**src/rtl/cpu_dbg_pkg.sv**
```systemverilog
// Shared definitions for the CPU debug blocks: default register-file geometry
// and the dump reader state encoding.
package cpu_dbg_pkg;

    localparam int ADDR_SIZE_DEF  = 5;
    localparam int DATA_WIDTH_DEF = 32;

    localparam logic [1:0] IDLE = 2'd0;
    localparam logic [1:0] READ = 2'd1;
    localparam logic [1:0] SEND = 2'd2;
    localparam logic [1:0] FIN  = 2'd3;

endpackage

```
**src/rtl/regfile_dump_reader.sv**
```systemverilog
// Walks every register-file address on a spare read port and streams each
// (address, data) pair over a valid/ready handshake to a debug sink.
module regfile_dump_reader
    import cpu_dbg_pkg::*;
#(
    parameter int ADDR_SIZE  = ADDR_SIZE_DEF,
    parameter int DATA_WIDTH = DATA_WIDTH_DEF
) (
    input  logic                  CLK,
    input  logic                  rst,
    input  logic                  start,
    input  logic                  abort,
    output logic [ADDR_SIZE-1:0]  RA,
    input  logic [DATA_WIDTH-1:0] RD,
    output logic                  dout_valid,
    input  logic                  dout_ready,
    output logic [ADDR_SIZE-1:0]  dout_addr,
    output logic [DATA_WIDTH-1:0] dout_data,
    output logic                  busy,
    output logic                  done
);

    localparam logic [ADDR_SIZE-1:0] LAST_ADDR = {ADDR_SIZE{1'b1}};

    logic [1:0]            state, state_nxt;
    logic [ADDR_SIZE-1:0]  cnt, cnt_nxt;
    logic                  valid_nxt, busy_nxt, done_nxt;
    logic [ADDR_SIZE-1:0]  addr_nxt;
    logic [DATA_WIDTH-1:0] data_nxt;
    logic                  hs;

    // A handshake that coincides with abort is discarded.
    assign hs = dout_valid && dout_ready && !abort;

    always_ff @(posedge CLK or posedge rst) begin
        if (rst) begin
            state      <= IDLE;
            cnt        <= '0;
            dout_valid <= 1'b0;
            dout_addr  <= '0;
            dout_data  <= '0;
            busy       <= 1'b0;
            done       <= 1'b0;
        end else begin
            state      <= state_nxt;
            cnt        <= cnt_nxt;
            dout_valid <= valid_nxt;
            dout_addr  <= addr_nxt;
            dout_data  <= data_nxt;
            busy       <= busy_nxt;
            done       <= done_nxt;
        end
    end

    always_comb begin
        state_nxt = state;
        case (state)
            IDLE: if (start) state_nxt = READ;
            READ: state_nxt = abort ? IDLE : SEND;
            SEND: begin
                if (abort)
                    state_nxt = IDLE;
                else if (hs)
                    state_nxt = (cnt == LAST_ADDR) ? FIN : READ;
            end
            FIN:     state_nxt = IDLE;
            default: state_nxt = IDLE;
        endcase
    end

    // Registered outputs are computed here one cycle ahead; only RA is live.
    always_comb begin
        RA        = '0;
        cnt_nxt   = cnt;
        valid_nxt = dout_valid;
        addr_nxt  = dout_addr;
        data_nxt  = dout_data;
        busy_nxt  = busy;
        done_nxt  = 1'b0;
        case (state)
            IDLE: begin
                if (start) begin
                    cnt_nxt  = '0;
                    busy_nxt = 1'b1;
                end
            end
            READ: begin
                RA = cnt;
                if (abort) begin
                    valid_nxt = 1'b0;
                    busy_nxt  = 1'b0;
                end else begin
                    data_nxt  = RD;
                    addr_nxt  = cnt;
                    valid_nxt = 1'b1;
                end
            end
            SEND: begin
                RA = cnt;
                if (abort) begin
                    valid_nxt = 1'b0;
                    busy_nxt  = 1'b0;
                end else if (hs) begin
                    valid_nxt = 1'b0;
                    if (cnt == LAST_ADDR) begin
                        done_nxt = 1'b1;
                        busy_nxt = 1'b0;
                    end else begin
                        cnt_nxt = cnt + 1'b1;
                    end
                end
            end
            FIN: begin
                busy_nxt = 1'b0;
            end
            default: begin
                valid_nxt = 1'b0;
                busy_nxt  = 1'b0;
            end
        endcase
    end

endmodule

```
**config.mk**
```make
export PLATFORM = sky130hd
export DESIGN_NAME = regfile_dump_reader
export DESIGN_NICKNAME = d
export VERILOG_FILES = /design/src/rtl/cpu_dbg_pkg.sv /design/src/rtl/regfile_dump_reader.sv
export SDC_FILE = /design/constraint.sdc
export NUM_CORES = 1
export LEC_CHECK = 0
export ABC_AREA = 1
export CELL_PAD_IN_SITES_DETAIL_PLACEMENT = 1
export CELL_PAD_IN_SITES_GLOBAL_PLACEMENT = 2
export CORE_MARGIN = 3
export CORE_UTILIZATION = 24
export DETAILED_ROUTE_END_ITERATION = 6
export GPL_TIMING_DRIVEN = 0
export PLACE_DENSITY = 0.8
export SLEW_MARGIN = 20
export SYNTH_ARGS = -nofsm -noshare
export SYNTH_HDL_FRONTEND = slang
export SYNTH_SLANG_ARGS = --single-unit
```
**constraint.sdc**
```tcl
create_clock -name CLK -period 1.9 [get_ports CLK]
set_input_delay 0.38 -clock CLK [delete_from_list [all_inputs] [get_ports CLK]]
set_output_delay 0.38 -clock CLK [all_outputs]
set_load 0.005 [all_outputs]
```
==> metrics.txt <==
#FFs+latches synth 47; Slowest-stage cell, CP dfrtp_1; Detailed Place HPWL 4230 um; unrepaired setup endpoints after global routing no; vias in the first global route 1987; reg2reg setup slack 0.28 ns; Root Buffer clkbuf_8; Critical path buffers and inverters 3; width of the chip 99.6 um; switching power 1.55 mW; post-route minimum period 1.75 ns; Max Slew Vio Count 0; Placeable Area 8380 sq um; antenna cell count 0; cts hold-fix bufs 0; H-tree depth 2; Hold Crit Class in -> async; Crit path arrival time 1.37 ns; proportion of layout cells with a drive suffix above 1 0.116; DRC 0; Final Hold Viols 0; Fmax 570 MHz; clock sink count 47; Critical Path End RA[1]; nets@finish 387; Total GRT Usage 0.121; clock buffer count from CTS 5; Logic pwr share 0.494; Peak VDD IR 0.000496 V; CTS tree built; initial antenna violation count 0; Util after Layout 0.380; Max stage delay on crit path 0.39 ns; Synth Instances 249; syn nets 293; Worst Path Required 1.52 ns; Critical Path Sink Type output port; critical path class reg -> out; Clock Latency Late Sink 0.30 ns; sequential share of power 0.367; # fillers 1003; stages on the worst setup path 5; post-synth cell types 22; first element of the critical path state[0]$_DFFE_PP0P_; Worst setup SP type flip-flop; Max-Cap Viols 0; Final ANT Viol Nets 0; largest net degree at the start of global routing 26; Final setup viols 0; Avg Cell Area, Syn 8.45 sq um; delay-heaviest family, CP flip-flops; # port buffers 81; wirelength, routed 5740 um; Leak 1.61 nW; switching part of the total 0.354; Initial DRC Count 38; Area growth, synth to finish 51.3%; register area share after synthesis 0.559; Pre-antenna DRT Iters 3; Starting Density 0.251; worst r2r dst cnt[4]$_DFFE_PP0P_; Reg clk slew, reported paths 0.09 ns; Clock Power Share 0.139; first-pass GRT wire length 9630 um; Reg2Reg Launch Point cnt[0]$_DFFE_PP0P_; per-cell routed wire length 12.8 um; outcome completed; Worst slew margin 0.664; skew final 0.00658 ns; post-route clock period utilization 0.923; post-DR vias/cell 4.20; gp weighted congestion 0.703; FF-to-FF path depth 10; PwrDens 1370 nW/um^2; Longest Clk Path Bufs 2; Ports 82; Hold Slack 0.424 ns; Yosys warning total 0; grt total ovfl 0; Placement Rows 33; Die Height 99.6 um; Worst Max-Slew Pin Slew 0.503 ns; crit-path cells inv_2 > ha_4 > nand2_1 > inv_1 > dlygate4sd2_1; vias 1884; Power Internal 2.82 mW; Cell Area, Synth 2100 sq um; Crit Path Max Fanout 4; Die ar. 9930 sq um
[through the flow]
stage | power [mW] | setup WS [ns] | TNS [ns] | cell area, sq um | cells
6_report | 4.37 | 0.147 | 0 | 3180 | 449
5_1_grt | 4.76 | 0.0679 | 0 | 3180 | 449
4_1_cts | 4.49 | 0.0456 | 0 | 3200 | 449
3_5_place_dp | 3.70 | 0.0246 | 0 | 3070 | 436
3_3_place_gp | 3.62 | -0.687 | -32.19 | 3050 | 435
2_1_floorplan | 2.59 | 0.404 | 0 | 2100 | 249
[per-layer routing]
layer	wire length (um)	part of all wire	up-vias	track usage
li1	-	-	943	-
met1	2660	0.46	883	0.160
met2	2720	0.47	53	0.197
met3	316	0.055	5	0.0259
met4	53	0.0092	0	0.0410
met5	0	0	-	0
[Yosys cell counts]
master,n,area (sq um)
nand2_1,138,518
dfrtp_1,47,1180
inv_1,14,52.6
ha_1,7,87.6
nor2_1,6,22.5
o21ai_1,6,30.0
buf_4,4,30.0
nand3_1,4,20.0
o21ai_0,4,20.0
buf_2,3,15.0
inv_2,3,11.3
nor2_2,2,12.5
nor2_4,2,22.5
a21oi_1,1,5.00
a21oi_4,1,16.3
buf_6,1,11.3
inv_4,1,6.26
nand2_2,1,6.26
nand2_4,1,11.3
nand3_4,1,17.5
nand3b_1,1,7.51
nor3_1,1,5.00
[layout by cell type, fill, tap and decap left out]
cell / n
a21oi_4: 1
dfrtp_1: 47
nand2_4: 1
inv_2: 6
buf_4: 9
clkinv_2: 1
clkinvlp_4: 1
buf_2: 3
clkbuf_8: 5
inv_4: 1
buf_6: 1
o21ai_1: 6
nor2_1: 6
inv_1: 11
nor2_4: 2
ha_1: 6
dlygate4sd2_1: 2
ha_4: 1
clkdlybuf4s50_1: 76
o21ai_0: 4
nand2_1: 138
nand3_4: 1
clkbuf_2: 3
nor3_1: 1
nand2_2: 1
nand3_1: 4
a21oi_1: 1
clkbuf_1: 1
nor2_2: 2
buf_12: 1
nand3b_1: 1
[cells by family after synthesis]
group / count (synthesis) / share of synthesized area
AO/OA/AOI/OAI: 12 / 0.0339
adder cells (fa/ha/maj): 7 / 0.0416
buffers and inverters: 26 / 0.0600
flip-flops: 47 / 0.559
AND/OR/NAND/NOR: 157 / 0.306
[cell type report]
type	instances	area (sq um)	share of cell area
Multi-Input combinational cell	176	815	0.256
Buffer	8	56.3	0.0177
Inverter	18	70.1	0.0220
Clock buffer	6	72.6	0.0228
Tap cell	105	131	0.0413
Sequential cell	47	1180	0.369
Clock inverter	2	12.5	0.00393
Timing Repair Buffer	87	851	0.267
[flip-flops by register name, summed over array words and instances (netlist names)]
register / flops
dout_addr: 5
cnt: 5
busy: 1
state: 2
dout_valid: 1
dout_data: 32
done: 1
[repair_timing]
action | in CTS | in global routing
pin swaps | 1 | 1
resized for setup | 12 | 3
setup buffers | 5 | 0
setup endpoints to repair | 5 | 2
[power groups by stage]
stage / Clock (mW) / Sequential (mW) / Combinational (mW)
final: 0.606 / 1.61 / 2.16
after global routing: 0.675 / 1.67 / 2.41
after CTS: 0.645 / 1.61 / 2.23
after detailed placement: 0 / 1.63 / 2.06
after global placement: 0 / 1.62 / 2.01
after floorplan: 0 / 1.64 / 0.949
[worst min-delay path by stage]
stage / cells past startpoint / slack [ns] / endpoint / startpoint
finish: 2 / 0.42 / dout_data[2]$_DFFE_PP0P_ / rst
global route: 2 / 0.47 / dout_data[21]$_DFFE_PP0P_ / rst
CTS: 2 / 0.44 / dout_data[2]$_DFFE_PP0P_ / rst
detailed placement: 2 / 0.46 / busy$_DFFE_PP0P_ / busy$_DFFE_PP0P_
global placement: 2 / 0.46 / busy$_DFFE_PP0P_ / busy$_DFFE_PP0P_
floorplan: 2 / 0.46 / busy$_DFFE_PP0P_ / busy$_DFFE_PP0P_
Note: power is estimated with default switching activity, not from simulation.
